<file path="src/rtl/mmcm_drp_sequencer.sv">
// Walks a table of DRP read-modify-write entries into an MMCM while holding it
// in reset, then releases the reset and waits for a synchronized LOCKED.
module mmcm_drp_sequencer #(
  parameter int NUM_ENTRIES  = 8,
  parameter int DRDY_TIMEOUT = 64,
  parameter int LOCK_TIMEOUT = 65536,
  parameter int RST_HOLD     = 4
) (
  input  logic        clk_in1,
  input  logic        reset,
  input  logic        start,
  output logic        busy,
  output logic        done,
  output logic        error,
  output logic [1:0]  err_code,
  output logic [3:0]  tbl_idx,
  input  logic [6:0]  tbl_addr,
  input  logic [15:0] tbl_mask,
  input  logic [15:0] tbl_data,
  output logic [6:0]  drp_daddr,
  output logic [15:0] drp_di,
  output logic        drp_den,
  output logic        drp_dwe,
  input  logic [15:0] drp_do,
  input  logic        drp_drdy,
  output logic        mmcm_rst,
  input  logic        mmcm_locked,
  output logic        locked_sync
);

  localparam int STEP_MAX = (DRDY_TIMEOUT > RST_HOLD) ? DRDY_TIMEOUT : RST_HOLD;
  localparam int STEP_W   = $clog2(STEP_MAX + 1);
  localparam int LOCK_W   = $clog2(LOCK_TIMEOUT + 1);

  localparam logic [STEP_W-1:0] HOLD_LAST = STEP_W'(RST_HOLD - 1);
  localparam logic [STEP_W-1:0] DRDY_LAST = STEP_W'(DRDY_TIMEOUT - 1);
  localparam logic [STEP_W-1:0] STEP_SAT  = STEP_W'(STEP_MAX);
  localparam logic [LOCK_W-1:0] LOCK_LAST = LOCK_W'(LOCK_TIMEOUT - 1);
  localparam logic [LOCK_W-1:0] LOCK_SAT  = LOCK_W'(LOCK_TIMEOUT);
  localparam logic [3:0]        LAST_IDX  = 4'(NUM_ENTRIES - 1);

  typedef enum logic [3:0] {
    ST_IDLE,
    ST_RST_ASSERT,
    ST_RD_REQ,
    ST_RD_WAIT,
    ST_WR_REQ,
    ST_WR_WAIT,
    ST_NEXT,
    ST_RST_RELEASE,
    ST_WAIT_LOCK,
    ST_FAIL
  } state_t;

  state_t             state_q, state_d;
  logic               busy_q, busy_d;
  logic               done_q, done_d;
  logic               error_q, error_d;
  logic [1:0]         err_code_q, err_code_d;
  logic [3:0]         tbl_idx_q, tbl_idx_d;
  logic [6:0]         daddr_q, daddr_d;
  logic [15:0]        di_q, di_d;
  logic               den_q, den_d;
  logic               dwe_q, dwe_d;
  logic               mmcm_rst_q, mmcm_rst_d;
  logic [STEP_W-1:0]  step_cnt_q, step_cnt_d;
  logic [LOCK_W-1:0]  lock_cnt_q, lock_cnt_d;
  logic [15:0]        word_q, word_d;
  logic               sync1_q, sync2_q;

  logic [15:0]        merged_word;
  logic [STEP_W-1:0]  step_inc;
  logic [LOCK_W-1:0]  lock_inc;

  // Bits under the mask keep the MMCM's current value; the rest take table data.
  genvar gi;
  generate
    for (gi = 0; gi < 16; gi++) begin : g_merge
      assign merged_word[gi] = tbl_mask[gi] ? drp_do[gi] : tbl_data[gi];
    end
  endgenerate

  assign step_inc = (step_cnt_q == STEP_SAT) ? step_cnt_q : step_cnt_q + 1'b1;
  assign lock_inc = (lock_cnt_q == LOCK_SAT) ? lock_cnt_q : lock_cnt_q + 1'b1;

  always_comb begin
    state_d    = state_q;
    busy_d     = busy_q;
    done_d     = 1'b0;
    error_d    = error_q;
    err_code_d = err_code_q;
    tbl_idx_d  = tbl_idx_q;
    daddr_d    = daddr_q;
    di_d       = di_q;
    den_d      = 1'b0;
    dwe_d      = 1'b0;
    mmcm_rst_d = mmcm_rst_q;
    step_cnt_d = step_cnt_q;
    lock_cnt_d = lock_cnt_q;
    word_d     = word_q;

    case (state_q)
      ST_IDLE: begin
        busy_d     = 1'b0;
        mmcm_rst_d = 1'b0;
        // The done cycle is still part of the finished run, so a start there is dropped.
        if (start && !done_q) begin
          state_d    = ST_RST_ASSERT;
          busy_d     = 1'b1;
          error_d    = 1'b0;
          err_code_d = 2'd0;
          tbl_idx_d  = 4'd0;
          mmcm_rst_d = 1'b1;
          step_cnt_d = '0;
        end
      end
      ST_RST_ASSERT: begin
        if (step_cnt_q == HOLD_LAST) begin
          state_d = ST_RD_REQ;
        end else begin
          step_cnt_d = step_inc;
        end
      end
      ST_RD_REQ: begin
        den_d      = 1'b1;
        daddr_d    = tbl_addr;
        step_cnt_d = '0;
        state_d    = ST_RD_WAIT;
      end
      ST_RD_WAIT: begin
        // The first wait cycle carries DEN itself; DRDY there is not a response.
        if (!den_q) begin
          if (drp_drdy) begin
            word_d  = merged_word;
            state_d = ST_WR_REQ;
          end else if (step_cnt_q == DRDY_LAST) begin
            state_d    = ST_FAIL;
            error_d    = 1'b1;
            err_code_d = 2'd1;
            mmcm_rst_d = 1'b0;
          end else begin
            step_cnt_d = step_inc;
          end
        end
      end
      ST_WR_REQ: begin
        den_d      = 1'b1;
        dwe_d      = 1'b1;
        di_d       = word_q;
        step_cnt_d = '0;
        state_d    = ST_WR_WAIT;
      end
      ST_WR_WAIT: begin
        if (!den_q) begin
          if (drp_drdy) begin
            state_d = ST_NEXT;
          end else if (step_cnt_q == DRDY_LAST) begin
            state_d    = ST_FAIL;
            error_d    = 1'b1;
            err_code_d = 2'd1;
            mmcm_rst_d = 1'b0;
          end else begin
            step_cnt_d = step_inc;
          end
        end
      end
      ST_NEXT: begin
        if (tbl_idx_q == LAST_IDX) begin
          state_d    = ST_RST_RELEASE;
          mmcm_rst_d = 1'b0;
        end else begin
          tbl_idx_d = tbl_idx_q + 4'd1;
          state_d   = ST_RD_REQ;
        end
      end
      ST_RST_RELEASE: begin
        lock_cnt_d = '0;
        state_d    = ST_WAIT_LOCK;
      end
      ST_WAIT_LOCK: begin
        if (sync2_q) begin
          state_d = ST_IDLE;
          done_d  = 1'b1;
          busy_d  = 1'b0;
        end else if (lock_cnt_q == LOCK_LAST) begin
          state_d    = ST_FAIL;
          error_d    = 1'b1;
          err_code_d = 2'd2;
          mmcm_rst_d = 1'b0;
        end else begin
          lock_cnt_d = lock_inc;
        end
      end
      ST_FAIL: begin
        busy_d     = 1'b0;
        mmcm_rst_d = 1'b0;
        state_d    = ST_IDLE;
      end
      default: begin
        state_d = ST_IDLE;
      end
    endcase
  end

  always_ff @(posedge clk_in1) begin
    if (reset) begin
      state_q    <= ST_IDLE;
      busy_q     <= 1'b0;
      done_q     <= 1'b0;
      error_q    <= 1'b0;
      err_code_q <= 2'd0;
      tbl_idx_q  <= 4'd0;
      daddr_q    <= 7'd0;
      di_q       <= 16'd0;
      den_q      <= 1'b0;
      dwe_q      <= 1'b0;
      mmcm_rst_q <= 1'b0;
      step_cnt_q <= '0;
      lock_cnt_q <= '0;
      word_q     <= 16'd0;
      sync1_q    <= 1'b0;
      sync2_q    <= 1'b0;
    end else begin
      state_q    <= state_d;
      busy_q     <= busy_d;
      done_q     <= done_d;
      error_q    <= error_d;
      err_code_q <= err_code_d;
      tbl_idx_q  <= tbl_idx_d;
      daddr_q    <= daddr_d;
      di_q       <= di_d;
      den_q      <= den_d;
      dwe_q      <= dwe_d;
      mmcm_rst_q <= mmcm_rst_d;
      step_cnt_q <= step_cnt_d;
      lock_cnt_q <= lock_cnt_d;
      word_q     <= word_d;
      sync1_q    <= mmcm_locked;
      sync2_q    <= sync1_q;
    end
  end

  assign busy        = busy_q;
  assign done        = done_q;
  assign error       = error_q;
  assign err_code    = err_code_q;
  assign tbl_idx     = tbl_idx_q;
  assign drp_daddr   = daddr_q;
  assign drp_di      = di_q;
  assign drp_den     = den_q;
  assign drp_dwe     = dwe_q;
  // The MMCM is held in reset for as long as the sequencer itself is.
  assign mmcm_rst    = mmcm_rst_q | reset;
  assign locked_sync = sync2_q;

endmodule

</file>
<file path="config.mk">
export PLATFORM = sky130hd
export DESIGN_NAME = mmcm_drp_sequencer
export DESIGN_NICKNAME = d
export VERILOG_FILES = /design/src/rtl/mmcm_drp_sequencer.sv
export SDC_FILE = /design/constraint.sdc
export NUM_CORES = 1
export LEC_CHECK = 0
export BUFFER_PORTS_ARGS = -buffer_cell sky130_fd_sc_hd__buf_2
export CORE_MARGIN = 2
export CORE_UTILIZATION = 57
export DETAILED_ROUTE_END_ITERATION = 10
export HOLD_SLACK_MARGIN = 0.1
export PLACE_DENSITY = 0.85
export SETUP_SLACK_MARGIN = 0.4
export SLEW_MARGIN = 10
export SYNTH_ARGS = -nofsm -noshare
export SYNTH_HDL_FRONTEND = slang
export SYNTH_SLANG_ARGS = --single-unit
export TNS_END_PERCENT = 30
</file>
<file path="constraint.sdc">
create_clock -name clk_in1 -period 7.35 [get_ports clk_in1]
set_clock_uncertainty 0.1 [all_clocks]
set_input_delay 0 -clock clk_in1 [delete_from_list [all_inputs] [get_ports clk_in1]]
set_output_delay 0 -clock clk_in1 [all_outputs]
set_load 0.01 [all_outputs]
</file>
# [Yosys cells after proc, flatten, opt, wreduce, memory -nomap -nowiden]
# Index checks and enable logic that the tools add are counted.
[totals] inputBits=60 output_inout_bits=36 reg_bits=81
[classes] n_eq_ne=32 n_addsub=3 reduce_logical=20 muxes=68 n_bitwise=3
[ops] op="$mux 17" n=3
[ops] op="$mux 4" n=11
[ops] op="$mux 7" n=6
[ops] op="$pmux 4 s9" n=1
[ops] op="$pmux 17 s2" n=1
[ops] op="$mux 1" n=33
[ops] op="$ne 2x2->1 const B" n=15
[ops] op="$pmux 7 s4" n=1
[ops] op="$eq 4x3->1 const B" n=5
[ops] op="$add 17x1->17 const B" n=1
[ops] op="$eq 17x16->1 const B" n=1
[ops] op="$eq 17x17->1 const B" n=1
[ops] op="$reduce_and 7->1" n=2
[ops] op="$mux 2" n=6
[ops] op="$eq 4x2->1 const B" n=2
[ops] op="$eq 4x4->1 const B" n=2
[ops] op="$pmux 4 s2" n=1
[ops] op="$add 7x1->7 const B" n=1
[ops] op="$eq 7x2->1 const B" n=1
[ops] op="$eq 7x6->1 const B" n=1
[ops] op="$eq 7x7->1 const B" n=1
[ops] op="$pmux 1 s3" n=2
[ops] op="$pmux 2 s3" n=1
[ops] op="$reduce_and 3->1" n=2
[ops] op="20 further kinds" n=25

# [Depth between registers and ports, before layout]
[logic_depth] word_depth=6 depth_mapped=10

# [Worst setup path before layout]
# Ideal clock, no wire load.
[synth_path] path_type="reg2reg" startpoint="register lock_cnt_q[8]" endpoint="register lock_cnt_q[5]" path_slack_ps=4975 n_path_buf=0 required_time_ps=7180 path_stages_with_launch=11 period_less_slack_ps=2375 arrival_ps=2205 cell_sequence="dfxtp_1 and4_1 nand4_1 or3_1 nor2_1 ha_1 or2_2 o21ai_4 o21ai_2 or4_1 a21oi_1"
[synth_via] elab_chain_len=3
[synth_rtl] element="start: declaration" line_no="67" rtl="logic [LOCK_W-1:0] lock_cnt_q, lock_cnt_d;"
[synth_rtl] element="start signal: assignment" line_no="236" rtl="lock_cnt_q <= lock_cnt_d;"
[synth_rtl] element="$eq 17x16->1 / $eq 17x17->1 (equally long branches)" line_no="185, 84"
[synth_rtl] element="$ne 2x2->1 (no line)"
[synth_rtl] element="$reduce_and 4->1 (no line) (*)"
# Every way passes the cells marked *; elsewhere a longest branch is shown, timed or not.
# A chain may end at the register's enable or synchronous reset.

# [Final worst setup path]
[layout_path] startpoint="register state_q[0]" endpoint="register word_q[12]"
[layout_via] elab_chain_len=2
[layout_rtl] element="start: declaration" line_no="55" rtl="state_t state_q, state_d;"
[layout_rtl] element="start signal: assignment" line_no="224" rtl="state_q <= state_d;"
[layout_rtl] element="$eq 4x2->1" line_no="102" rtl="case (state_q)"
[layout_rtl] element="$reduce_and 3->1 (no line)"
[layout_rtl] element="end signal: assignment" line_no="237" rtl="word_q <= word_d;"
[layout_rtl] element="end: declaration" line_no="68" rtl="logic [15:0] word_q, word_d;"
# Every way passes these cells.

==> summary.txt <==
Run status
  – Run status: complete, no violations

Finish
  – P&R area growth vs syn: 27.75%
  – Antenna Cells: 0
  – Layout cells sized above 1: 0.2047
  – Fin nets: 657
  – Util after Layout: 0.7613

Global routing
  – Antenna violations before repair: 0
  – First-pass GRT wire length: 18,820 microns
  – Overflow after GRT: 0
  – Total global-route track usage: 0.3231
  – Largest net degree at the start of global routing: ~70
  – Vias in the first global route: 3,935

CTS
  – Worst-path clk slew: roughly 0.090 ns
  – Total CTS buffers: 9
  – CTS sink count: 81
  – CTS tree: done
  – Post-CTS sizing: 0
  – Clock Tree Buf Depth: 2
  – CTS H-tree depth: 3
  – CTS root buf: clkbuf_8
  – Insertion delay to the later sink of the worst-skew pair: 0.37 ns

Worst hold path
  – Worst hold start: start
  – Hold Path Class: in2reg
  – Hold Path End: mmcm_rst_q
  – Hold depth: 5

Critical path
  – End of the worst register-to-register path: word_q[12]
  – CP peak stage delay: slightly above 1 ns
  – R2R depth: 4
  – CP cell instances: nor2b_1 > and4_1 > nor2_1 > a211oi_1
  – Slowest-stage cell, CP: and4_1
  – CP max FO: 32
  – CP endpoint kind: flop
  – Arrival time worst endpoint: 3.08 ns
  – Worst R2R Start: state_q[0]
  – CP required: 7.48 ns
  – CP Class: reg2reg
  – CP Launch Type: flop
  – R2R Setup Slk: 4.40 ns

Route
  – Routed Wire Length: around 12,000 microns
  – DR vias/cell: 6.137
  – ANT nets after route: 0
  – DRC violations left: 0
  – Detailed Route Iter0 Violations: ~450
  – DR vias: 4,130
  – DRT Pass-1 Iters: 5
  – Routed length per instance: 17.63 microns

Floorplanning
  – Die Ht: 85.95 microns
  – Row count: 29
  – Die ar.: 0.007387 sq mm
  – Core area: 0.006422 sq mm
  – I/O pin count: 96
  – Initial core utilization: 0.5959
  – Chip width: 85.95 microns

STA
  – Post-route setup slack: between 4 and 5 ns
  – Max-slew headroom: 0.2547
  – Fin. max-slew vios: 0
  – Fin crit period: 2.948 ns
  – Hold Slack: 0.1346 ns
  – RSZ-0062 raised after global routing: no
  – Pin slew with the least headroom to its limit: 1.118 ns
  – Final hold vios: 0
  – Period utilization: 0.4011
  – Max Freq: 339.2 MHz
  – # setup viols final: 0
  – TNS Setup: 0 ns

Placement
  – Gpl congestion: slightly above 0.9
  – Setup WS pre-CTS: roughly 4.8 ns
  – Port Buffers: 95
  – Post-DP HPWL: between 6000 and 7000 microns

Synth
  – Flops & latches, synth: 81
  – Unique masters post-synth: 56
  – Cell Area, Synth: roughly 0.0038 sq mm
  – Gate Count Post-Synth: 469
  – Warning count from the yosys run: 0
  – Asr flop ratio synth: 0
  – Synth Flop Type: dfxtp_1
  – Syn_nets: 535
  – Syn Area/Cell: 8.161 sq um
  – Number of synthesized flops with an enable pin: 0
  – Sequential fraction of the synthesis area: 0.4237

Pwr
  – Worst VDD drop: 0.0001546 V
  – Pwr Density: approximately 180 mW/mm^2
  – Pleak: 1.915 nW

Flow run
  – Max Cap Violations: 0
## critical path, delay by kind of cell (launching register included)
family / cells / cell delay (ns)
compound gates: 1 / 0.40
flops: 1 / 0.70
simple gates: 3 / 1.62
## cell type report
class	count	area, sq um
clock buffers	9	123.9
clock inverters	7	52.55
fillers	416	1533
inverters	15	56.30
multi-input cells	347	2046
flip-flops and latches	81	1622
well taps	77	96.34
repair buffers	137	893.4
## registers in the layout (all words and copies together) (netlist names), 2 cells and up
register / flops
state_q: 4
tbl_idx: 4
lock_cnt_q: 17
word_q: 16
drp_di: 16
drp_daddr: 7
step_cnt_q: 7
err_code: 2
## kinds of logic (layout without fill, tap and decap cells)
logic type                 after synthesis  after routing  synth area share
adders and majority gates                6              6           0.01961
buffers and inverters                   41            168           0.04184
and+or+nand+nor                        189            189            0.2409
muxes                                   19             19           0.05002
DFF                                     81             81            0.4237
AOI/OAI and AO/OA                      125            125            0.2056
xor gates and xnor gates                 8              8           0.01831
## cells in the mapped netlist, types with 3 or more instances
cell type / number / area (sq um)
xnor2_1: 6 / 52.55
a21oi_1: 47 / 235.2
nor2b_1: 7 / 43.79
nor4_1: 5 / 31.28
inv_1: 15 / 56.30
or3_1: 10 / 62.56
nor4b_1: 3 / 26.28
mux2i_1: 18 / 180.2
dfxtp_1: 81 / 1622
o21ai_0: 28 / 140.1
nand2_1: 64 / 240.2
a211oi_1: 17 / 127.6
and3_1: 6 / 37.54
nor2_1: 43 / 161.4
nor3_1: 11 / 55.05
clkbuf_1: 23 / 86.33
and4_1: 3 / 26.28
o311ai_0: 3 / 26.28
or2_2: 4 / 25.02
nand3_1: 14 / 70.07
nand4_1: 4 / 25.02
ha_1: 6 / 75.07
o21a_1: 4 / 30.03
nand2b_1: 3 / 18.77
nand4b_1: 3 / 26.28
## report_power, final
| part | switching [mW] | internal [mW] | leakage [nW] |
|---|---|---|---|
| Combinational | 0.0567 | 0.0531 | 1.17 |
| Clock | 0.178 | 0.125 | 0.0900 |
| Sequential | 0.0111 | 0.446 | 0.654 |
| Total | 0.246 | 0.624 | 1.92 |
## how the worst max path moves through the flow
stage / start / endpoint / slack, ns / depth (start not counted)
2_1_floorplan: lock_cnt_q[8] / lock_cnt_q[5] / 4.98 / 10
3_3_place_gp: state_q[3] / lock_cnt_q[16] / 4.80 / 5
5_1_grt: state_q[0] / word_q[12] / 4.30 / 4
4_1_cts: lock_cnt_q[6] / state_q[1] / 4.73 / 10
3_5_place_dp: state_q[3] / lock_cnt_q[16] / 4.76 / 5
6_report: state_q[0] / word_q[12] / 4.40 / 4
## cells in the final DEF (no fill, tap or decap), types with 3 or more instances in the layout
cell           instances
mux2i_1               18
xnor2_1                6
nand2_1               64
a211oi_1              17
nor2b_1                7
nand2b_1               3
buf_2                 95
o311ai_0               3
a21oi_1               47
dfxtp_1               81
or3_1                 10
ha_1                   6
nand4_1                4
nor4_1                 5
and4_1                 3
nor3_1                11
nor4b_1                3
nand4b_1               3
nand3_1               14
inv_1                 15
clkbuf_8               9
o21ai_0               28
and3_1                 6
dlygate4sd3_1         41
o21a_1                 4
nor2_1                43
or2_2                  4
## per-stage QoR
stage               power [mW]  std cells  cell area (sq um)
finish                  0.8698        673               4890
global route            0.9009        673               4890
CTS                     0.8643        673               4890
detailed placement      0.5500        616               4303
global placement        0.5477        616               4303
floorplan               0.5174        469               3827
## timing repair
| action | in CTS | in global routing |
|---|---|---|
| hold endpoints to repair | 25 | 0 |
| hold buffers | 41 | 0 |
| setup endpoints to repair | 0 | 0 |
| buffers inserted | 0 | 0 |
## metal layers
layer / GRT usage / wire [microns]
met5: 0 / 0
met4: 0.1674 / 402
met2: 0.5440 / 5842
met3: 0.05967 / 931
met1: 0.3917 / 4691
Note: power is estimated with default switching activity, not from simulation.
